--- config.mk ---
export PLATFORM = sky130hd
export DESIGN_NAME = mult_ctrl_display_flat
export DESIGN_NICKNAME = d
export VERILOG_FILES = /design/src/rtl/mult_ctrl_display_pkg.sv /design/src/rtl/mult_ctrl_display_if.sv /design/src/rtl/mult_ctrl_display_bcd.sv /design/src/rtl/mult_ctrl_display.sv /design/src/flat_wrapper.sv
export SDC_FILE = /design/constraint.sdc
export NUM_CORES = 1
export LEC_CHECK = 0
export ABC_AREA = 1
export CORE_MARGIN = 4
export CORE_UTILIZATION = 45
export CTS_CLUSTER_DIAMETER = 30
export DETAILED_ROUTE_END_ITERATION = 8
export GPL_TIMING_DRIVEN = 1
export PLACE_DENSITY_LB_ADDON = 0.08
export SYNTH_ARGS = -nofsm -noshare
export SYNTH_HDL_FRONTEND = slang
export SYNTH_SLANG_ARGS = --single-unit
--- constraint.sdc ---
create_clock -name sys_clk -period 11.62 [get_ports sys_clk]
set_input_delay 2.324 -clock sys_clk [delete_from_list [all_inputs] [get_ports sys_clk]]
set_output_delay 2.324 -clock sys_clk [all_outputs]
set_load 0.1 [all_outputs]
--- src/rtl/mult_ctrl_display_pkg.sv ---
// Shared types and constants for the multiplier control/display slice:
// sequencer state encoding, datapath widths, scanner digit codes and the
// double-dabble digit correction helper.
package mult_pkg;

   // Product magnitude width and its five-digit BCD rendering.
   localparam int PW   = 14;
   localparam int BCDW = 20;

   // Digit code the 7-segment scanner renders as a minus sign.
   localparam logic [3:0] DIGIT_MINUS = 4'hA;

   // Shift-add sequencer states, 3-bit encoding; codes 6 and 7 are unused.
   typedef enum logic [2:0] {
      IDLE  = 3'd0,
      LOAD  = 3'd1,
      TEST  = 3'd2,
      ADD   = 3'd3,
      SHIFT = 3'd4,
      DONE  = 3'd5
   } state_t;

   // Double-dabble correction: a BCD digit of 5 or more gets 3 added
   // so that the following left shift carries into the next digit.
   function automatic logic [3:0] dd_adj(input logic [3:0] digit);
      return (digit >= 4'd5) ? digit + 4'd3 : digit;
   endfunction

endpackage

--- src/rtl/mult_ctrl_display_if.sv ---
// Bundle between the control/display core and its neighbours (debouncer,
// multiplier datapath, 7-segment scanner). master = control core side.
interface mult_ctrl_display_if;
   import mult_pkg::*;

   logic            start;
   logic            zflag;
   logic            lsb_multiplier;
   logic [PW-1:0]   product;
   logic            load;
   logic            reg_en;
   logic            psel;
   logic            shift_en;
   logic            led;
   logic [BCDW-1:0] bcd;
   logic            scan_tick;

   modport master (
      input  start, zflag, lsb_multiplier, product,
      output load, reg_en, psel, shift_en, led, bcd, scan_tick
   );

   modport slave (
      output start, zflag, lsb_multiplier, product,
      input  load, reg_en, psel, shift_en, led, bcd, scan_tick
   );

endinterface

--- src/rtl/mult_ctrl_display_bcd.sv ---
// Purely combinational 14-bit binary to 5-digit BCD converter using the
// shift-and-add-3 (double-dabble) scheme. Valid for 0..16383.
module bcd_dd14
   import mult_pkg::*;
(
   input  logic [PW-1:0]   bin_i,
   output logic [BCDW-1:0] bcd_o
);

   // Working register: BCD digits above, binary operand below.
   logic [PW+BCDW-1:0] sr;

   // Unrolled double-dabble: correct every digit, then shift, once per input bit.
   always_comb begin
      sr = {{BCDW{1'b0}}, bin_i};
      for (int i = 0; i < PW; i++) begin
         for (int d = 0; d < BCDW/4; d++) begin
            sr[PW+4*d +: 4] = dd_adj(sr[PW+4*d +: 4]);
         end
         sr = sr << 1;
      end
   end

   assign bcd_o = sr[PW+BCDW-1:PW];

endmodule

--- src/rtl/mult_ctrl_display.sv ---
// Control/display core of the sequential signed 8x8 multiplier: shift-add
// sequencer FSM driving the datapath strobes and done LED, product magnitude
// to BCD conversion, and the display-scan tick divider.
module mult_ctrl_display
   import mult_pkg::*;
#(
   parameter int DIV = 100_000
)(
   input  logic sys_clk,
   input  logic rst,
   mult_ctrl_display_if.master bus
);

   localparam int          CW   = (DIV > 2) ? $clog2(DIV) : 1;
   localparam logic [CW-1:0] LAST = CW'(DIV - 1);

   state_t        state_q, state_d;
   logic [CW-1:0] cnt_q, cnt_d;
   logic          tick_q, tick_d;

   // Sequencer state register.
   always_ff @(posedge sys_clk or posedge rst) begin
      if (rst) begin
         state_q <= IDLE;
      end else begin
         state_q <= state_d;
      end
   end

   // Next-state logic and Moore strobe decode; start is only honoured in
   // IDLE and DONE, and a zero multiplier ends the run before its LSB matters.
   always_comb begin
      state_d      = state_q;
      bus.load     = 1'b0;
      bus.reg_en   = 1'b0;
      bus.psel     = 1'b0;
      bus.shift_en = 1'b0;
      bus.led      = 1'b0;
      case (state_q)
         IDLE: begin
            if (bus.start) state_d = LOAD;
         end
         LOAD: begin
            bus.load   = 1'b1;
            bus.reg_en = 1'b1;
            state_d    = TEST;
         end
         TEST: begin
            if (bus.zflag)               state_d = DONE;
            else if (bus.lsb_multiplier) state_d = ADD;
            else                         state_d = SHIFT;
         end
         ADD: begin
            bus.reg_en = 1'b1;
            bus.psel   = 1'b1;
            state_d    = SHIFT;
         end
         SHIFT: begin
            bus.shift_en = 1'b1;
            state_d      = TEST;
         end
         DONE: begin
            bus.led = 1'b1;
            if (bus.start) state_d = LOAD;
         end
         default: begin
            state_d = IDLE;
         end
      endcase
   end

   // Scan divider next-state: count 0..DIV-1 and flag the wrap.
   always_comb begin
      cnt_d  = cnt_q + CW'(1);
      tick_d = 1'b0;
      if (cnt_q == LAST) begin
         cnt_d  = '0;
         tick_d = 1'b1;
      end
   end

   // Scan divider registers; tick is high for the cycle after the wrap.
   always_ff @(posedge sys_clk or posedge rst) begin
      if (rst) begin
         cnt_q  <= '0;
         tick_q <= 1'b0;
      end else begin
         cnt_q  <= cnt_d;
         tick_q <= tick_d;
      end
   end

   assign bus.scan_tick = tick_q;

   bcd_dd14 u_bcd (
      .bin_i (bus.product),
      .bcd_o (bus.bcd)
   );

endmodule

--- src/flat_wrapper.sv ---
// flat-port wrapper written by rule: the top's interface ports become plain ports
module mult_ctrl_display_flat import mult_pkg::*;
#(
   parameter int DIV = 100_000
)
  (sys_clk, rst, bus_start, bus_zflag, bus_lsb_multiplier, bus_product, bus_load, bus_reg_en, bus_psel, bus_shift_en, bus_led, bus_bcd, bus_scan_tick);
  mult_ctrl_display_if bus_i ();
  input  logic sys_clk;
  input  logic rst;
  input wire logic [$bits(bus_i.start)-1:0] bus_start;
  input wire logic [$bits(bus_i.zflag)-1:0] bus_zflag;
  input wire logic [$bits(bus_i.lsb_multiplier)-1:0] bus_lsb_multiplier;
  input wire logic [$bits(bus_i.product)-1:0] bus_product;
  output wire logic [$bits(bus_i.load)-1:0] bus_load;
  output wire logic [$bits(bus_i.reg_en)-1:0] bus_reg_en;
  output wire logic [$bits(bus_i.psel)-1:0] bus_psel;
  output wire logic [$bits(bus_i.shift_en)-1:0] bus_shift_en;
  output wire logic [$bits(bus_i.led)-1:0] bus_led;
  output wire logic [$bits(bus_i.bcd)-1:0] bus_bcd;
  output wire logic [$bits(bus_i.scan_tick)-1:0] bus_scan_tick;
  assign bus_i.start = bus_start;
  assign bus_i.zflag = bus_zflag;
  assign bus_i.lsb_multiplier = bus_lsb_multiplier;
  assign bus_i.product = bus_product;
  assign bus_load = bus_i.load;
  assign bus_reg_en = bus_i.reg_en;
  assign bus_psel = bus_i.psel;
  assign bus_shift_en = bus_i.shift_en;
  assign bus_led = bus_i.led;
  assign bus_bcd = bus_i.bcd;
  assign bus_scan_tick = bus_i.scan_tick;
  mult_ctrl_display #(.DIV(DIV)) u_core (.sys_clk(sys_clk), .rst(rst), .bus(bus_i));
endmodule
-- Yosys cells after proc, flatten, opt, wreduce, memory -nomap -nowiden
Cells that the tools add are included.
- input port bits: 19
- register bits: 21
- equal/unequal tests: 7
- $lt $le $gt $ge: 55
- add/subtract/negate cells: 56
- reduce and logical (&&, ||, !) cells: 4
- mux-type cells: 66
- operators with widths (operator ; count):
    greater-or-equal comparator 4 x 3 -> 1 bit, second input constant ; 50
    adder 4 x 2 -> 4 bit, second input constant ; 42
    2-to-1 mux 4 bit ; 42
    2-to-1 mux 3 bit ; 16
    adder 3 x 2 -> 3 bit, second input constant ; 8
    adder 17 x 1 -> 17 bit, second input constant ; 1
    == test 17 bit, second input constant ; 1
    2-to-1 mux 17 bit ; 1
    adder 1 x 2 -> 3 bit, both inputs constant ; 4
    greater-or-equal comparator 1 x 3 -> 1 bit, both inputs constant ; 4
    case mux 3 bit (4 select lines) ; 1
    == test 3 x 2 -> 1 bit, second input constant ; 2
    == test 3 bit, second input constant ; 2
    2-to-1 mux 1 bit ; 6
    OR reduction 2 bit ; 3
    adder 1 x 2 -> 3 bit, second input constant ; 1
    == test 3 x 1 -> 1 bit, second input constant ; 1
    greater-or-equal comparator 1 x 3 -> 1 bit, second input constant ; 1
    zero test 3 bit ; 1
    != test 2 x 1 -> 1 bit, second input constant ; 1

-- Logic depth before layout (Yosys ltp)
- depth in word-level cells: 26
- depth in mapped cells: 71

-- Hierarchy
From an unflattened synthesis, not the netlist that was laid out.
- cell total of the unflattened synthesis: 683
- area total of the unflattened synthesis: 4033.9 sq um
- by module, submodules not included (module ; area an instance (sq um) ; cells each ; times used):
    bcd_dd14 ; 2817.7 ; 504 ; 1
    mult_ctrl_display ; 1216.2 ; 179 ; 1

-- Least setup slack after synthesis
No wires, ideal clock.
- path kind: input-to-output
- from: input port bus_product[12]
- to: output port bus_bcd[16]
- slack: -1.049 ns
- buffers on the path: 0
- stages on the path: 58
- arrival time: 10.345 ns
- cells stage by stage: inv_1 ha_1 inv_1 ha_1 inv_2 nand2_2 nand2_1 nand2_1 ha_1 inv_1 or2_1 nand3_2 nand2_2 nand2_1 nand2_2 ha_1 nor2_1 inv_1 (+22 left out) inv_1 xor2_2 inv_1 ha_1 nand2_1 nand4_2 nand2_1 nand2_1 nand2_2 nand2_1 o21ai_2 nand2_1 ha_1 a21oi_1 xor2_1 inv_1 a21oi_2 xor2_1
- word-level cells in the longest chain between the ends: 24
- elaborated cells between the ends (all ways): 108
- ends and longest elaborated chain (element ; line ; text):
    start, declared ; flat_wrapper.sv:13 ; input wire logic [$bits(bus_i.product)-1:0] bus_product;
    adder 4 x 2 -> 4 bit or greater-or-equal comparator 4 x 3 -> 1 bit (tied branches) ; mult_ctrl_display_pkg.sv:26 ; return (digit >= 4'd5) ? digit + 4'd3 : digit;
    2-to-1 mux 4 bit (*) ; mult_ctrl_display_pkg.sv:26 ;
    adder 4 x 2 -> 4 bit or greater-or-equal comparator 4 x 3 -> 1 bit (tied branches) ; mult_ctrl_display_pkg.sv:26 ;
    2-to-1 mux 4 bit ; mult_ctrl_display_pkg.sv:26 ;
    adder 4 x 2 -> 4 bit or greater-or-equal comparator 4 x 3 -> 1 bit (tied branches) ; mult_ctrl_display_pkg.sv:26 ;
    2-to-1 mux 4 bit ; mult_ctrl_display_pkg.sv:26 ;
    adder 4 x 2 -> 4 bit or greater-or-equal comparator 4 x 3 -> 1 bit (tied branches) ; mult_ctrl_display_pkg.sv:26 ;
    2-to-1 mux 4 bit ; mult_ctrl_display_pkg.sv:26 ;
    (+8 left out) ; n/a ;
    adder 4 x 2 -> 4 bit or greater-or-equal comparator 4 x 3 -> 1 bit (tied branches) ; mult_ctrl_display_pkg.sv:26 ;
    2-to-1 mux 4 bit ; mult_ctrl_display_pkg.sv:26 ;
    adder 4 x 2 -> 4 bit or greater-or-equal comparator 4 x 3 -> 1 bit (tied branches) ; mult_ctrl_display_pkg.sv:26 ;
    2-to-1 mux 4 bit ; mult_ctrl_display_pkg.sv:26 ;
    adder 4 x 2 -> 4 bit or greater-or-equal comparator 4 x 3 -> 1 bit (tied branches) ; mult_ctrl_display_pkg.sv:26 ;
    2-to-1 mux 4 bit ; mult_ctrl_display_pkg.sv:26 ;
    adder 4 x 2 -> 4 bit or greater-or-equal comparator 4 x 3 -> 1 bit (tied branches) ; mult_ctrl_display_pkg.sv:26 ;
    2-to-1 mux 4 bit (*) ; mult_ctrl_display_pkg.sv:26 ;
    end, declared ; flat_wrapper.sv:19 ; output wire logic [$bits(bus_i.bcd)-1:0] bus_bcd;
Mark *: on every way between the ends. The rest lies on a longest branch, timed or not.

-- Final worst setup path
- from: input port bus_product[11]
- to: output port bus_bcd[13]
- word-level cells in the longest chain between the ends: 22
- elaborated cells between the ends (all ways): 96
- ends and longest elaborated chain (element ; line):
    adder 4 x 2 -> 4 bit or greater-or-equal comparator 4 x 3 -> 1 bit (tied branches) ; mult_ctrl_display_pkg.sv:26
    2-to-1 mux 4 bit (*) ; mult_ctrl_display_pkg.sv:26
    adder 4 x 2 -> 4 bit or greater-or-equal comparator 4 x 3 -> 1 bit (tied branches) ; mult_ctrl_display_pkg.sv:26
    2-to-1 mux 4 bit ; mult_ctrl_display_pkg.sv:26
    adder 4 x 2 -> 4 bit or greater-or-equal comparator 4 x 3 -> 1 bit (tied branches) ; mult_ctrl_display_pkg.sv:26
    2-to-1 mux 4 bit ; mult_ctrl_display_pkg.sv:26
    adder 4 x 2 -> 4 bit or greater-or-equal comparator 4 x 3 -> 1 bit (tied branches) ; mult_ctrl_display_pkg.sv:26
    2-to-1 mux 4 bit ; mult_ctrl_display_pkg.sv:26
    (+6 left out) ; n/a
    adder 4 x 2 -> 4 bit or greater-or-equal comparator 4 x 3 -> 1 bit (tied branches) ; mult_ctrl_display_pkg.sv:26
    2-to-1 mux 4 bit ; mult_ctrl_display_pkg.sv:26
    adder 4 x 2 -> 4 bit or greater-or-equal comparator 4 x 3 -> 1 bit (tied branches) ; mult_ctrl_display_pkg.sv:26
    2-to-1 mux 4 bit ; mult_ctrl_display_pkg.sv:26
    adder 4 x 2 -> 4 bit or greater-or-equal comparator 4 x 3 -> 1 bit (tied branches) ; mult_ctrl_display_pkg.sv:26
    2-to-1 mux 4 bit ; mult_ctrl_display_pkg.sv:26
    adder 4 x 2 -> 4 bit or greater-or-equal comparator 4 x 3 -> 1 bit (tied branches) ; mult_ctrl_display_pkg.sv:26
    2-to-1 mux 4 bit (*) ; mult_ctrl_display_pkg.sv:26
Marked as above.

==> summary.md <==
| Metric | Value |
|---|---|
| Outcome | `finished, final reports clean` |
| Layout net count | `slightly above 800` |
| Worst Setup End Kind | `output port` |
| Worst setup SP type | `primary input` |
| Final Max Slew Viols | `0` |
| CTS Buf Count | `3` |
| Vias | `approximately 4300` |
| Final setup vio count | `0` |
| Reg-to-reg slack, setup | `9.30 ns` |
| Worst rel slew slack | `0.350` |
| CTS tree | `done` |
| MaxCap Viol Count | `0` |
| Mean Syn Cell Area | `approximately 6 um2` |
| Worst hold slack | `0.501 ns` |
| Port bufs | `40` |
| Share of cells above drive strength 1 | `0.472` |
| Synth Register Bits | `21` |
| Clock-pin transition on the worst setup and hold timing paths | `0.08 ns` |
| Most common cell after layout, fill and taps aside | `nand2_1` |
| Final Core Density | `0.718` |
| Clock skew | `0.00154 ns` |
| Yosys cell types | `38` |
| Post-synth top flop | `dfrtp_1` |
| Area Overhead vs Synth | `54.2%` |
| Die W | `101 um` |
| Row count | `33` |
| # H-tree levels | `1` |
| Worst path max stage delay | `about 0.26 ns` |
| Most frequent cells in the layout | `120 x nand2_1, 104 x buf_4, 91 x nand2_2` |
| Drt total wl | `~9300 um` |
| Final hold viol count | `0` |
| CP arrival | `9.01 ns` |
| Gr usage total | `0.172` |
| Chip height | `101 um` |
| Crit path max fanout | `4` |
| Total die area | `10100 um2` |
| Critical path type | `primary input to output port` |
| Worst-Skew Late Latency | `0.26 ns` |
| Area share of the largest cell type after synthesis | `0.159` |
| DR pass1 iterations | `4` |
| Largest net degree at the start of global routing | `22` |
| R2R depth | `10` |
| Root Driver | `clkbuf_8` |
| Number of routed nets with antenna violations | `0` |
| Residual DRC | `0` |
| Final period util | `0.976` |
| Largest area contributor in the netlist | `nand2_1` |
| Fraction of registers with async set/reset | `1.00` |
| Clk sinks | `21` |
| First-pass GRT wire length | `15400 um` |
| Setup tns final | `0 ns` |
| Unrepaired setup endpoints after global routing | `yes` |
| Initial Utilization | `0.465` |
| Mapped Cells | `630` |
| Critical path's slowest cell | `or2_1` |
| Core ar. | `8300 um2` |
| Initial antenna violation count | `0` |
| Synth warn | `0` |
| Fmax | `0.0882 GHz` |
| Via/cell ratio | `4.87` |
| Area contributors post-synth | `nand2_1 16%, dfrtp_1 14%, inv_1 10%, nand2_2 10%, nand3_1 7.9%` |
| Worst endpoint required time | `9.30 ns` |
| Num ports | `45` |
| Hold Crit Class | `flop to flop` |
| CP dominant cell by count | `buf_4` |
| Drt wl/cell | `10.6 um` |
| Dpl hpwl | `6920 um` |
| Period minus WS final | `11.34 ns` |
| Mapped Area | `slightly below 4000 um2` |
| Measured slew at the worst slew-check pin | `between 0.9 and 1 ns` |
| Number of diodes | `0` |
| Iter 0 DRT Violations | `72` |
| Gpl congestion | `0.868` |
| Gr ovfl total | `0` |
| Number of synthesized flops with an enable pin | `0` |
| Worst Hold Depth | `1` |
| Vias in the first global route | `4007` |
| Clock Path Buffers | `2` |
| Seq/Total Area, Yosys | `0.136` |
## cell type report
class	instances	area, um2
flip-flops and latches	21	526
fillers	672	2340
clock inverters	1	7.51
clock buffers	3	41.3
inverters	124	475
well taps	105	131
repair buffers	143	1300
multi-input cells	483	3480
## per-layer routing
metal,up-vias,part of all wire,global-route usage
met2,63,0.53,0.334
met4,0,0.014,0.0311
li1,2279,-,-
met3,14,0.029,0.0221
met1,1928,0.42,0.201
met5,-,0,0
## stage by stage
step	setup WS (ns)	cells	cell area [um2]
finish	0.281	880	5960
global route	-0.220	880	5960
CTS	0.173	872	5560
detailed placement	-0.499	844	5130
global placement	-0.217	844	5130
floorplan	-0.119	631	3970
## sequential cells by signal, indices dropped and copies added (netlist names)
register,count
u_core.state_q,3
u_core.cnt_q,17
u_core.bus.scan_tick,1
## worst paths after layout
| path | start | endpoint |
|---|---|---|
| max reg2reg | u_core.cnt_q[0]$_DFF_PP0_ | u_core.cnt_q[16]$_DFF_PP0_ |
| min reg2reg | u_core.cnt_q[2]$_DFF_PP0_ | u_core.cnt_q[2]$_DFF_PP0_ |
| min | u_core.cnt_q[2]$_DFF_PP0_ | u_core.cnt_q[2]$_DFF_PP0_ |
| max in group asynchronous | rst | u_core.cnt_q[14]$_DFF_PP0_ |
| min in group asynchronous | rst | u_core.cnt_q[8]$_DFF_PP0_ |
| max | bus_product[11] | bus_bcd[13] |
## cells in the mapped netlist (2+ instances only)
library cell  count
a21oi_1          15
and2_4            2
buf_4             3
dfrtp_1          21
ha_1             23
inv_1           106
inv_2            18
nand2_1         164
nand2_2          63
nand2_4          14
nand3_1          61
nand3_2          14
nand3_4           4
nand3b_1          3
nand4_1          11
nand4_2           2
nor2_1           27
nor3_1            8
nor4_1            4
o211ai_1          2
o21ai_0          12
o21ai_1          10
o21ai_2          10
or2_2             3
xor2_1           17
## critical path, delay by kind of cell
kind / cells / cell delay, ns
adder cells (fa/ha/maj): 8 / 1.36
AO/OA/AOI/OAI: 6 / 1.10
XOR/XNOR: 2 / 0.32
buffers and inverters: 23 / 2.23
AND/OR/NAND/NOR: 19 / 1.67
## what timing repair did
action / CTS / global route
endpoints found under the setup margin: 12 / 13
gates resized for setup: 60 / 87
pin swaps: 41 / 58
setup buffers: 24 / 8
cloned: 0 / 0
hold buffers: 0 / 0
## cells by family after synthesis
family / Yosys count / share of synthesized area
simple gates: 383 / 0.523
buf+inv: 127 / 0.126
compound gates: 55 / 0.0868
fa+ha+maj: 23 / 0.0745
flops: 21 / 0.136
xor+xnor: 20 / 0.0522
other cells: 1 / 0.000971
Power is left out: the tool's default activity adds up to more than one toggle a clock period on the data nets, which glitch-free logic cannot reach.
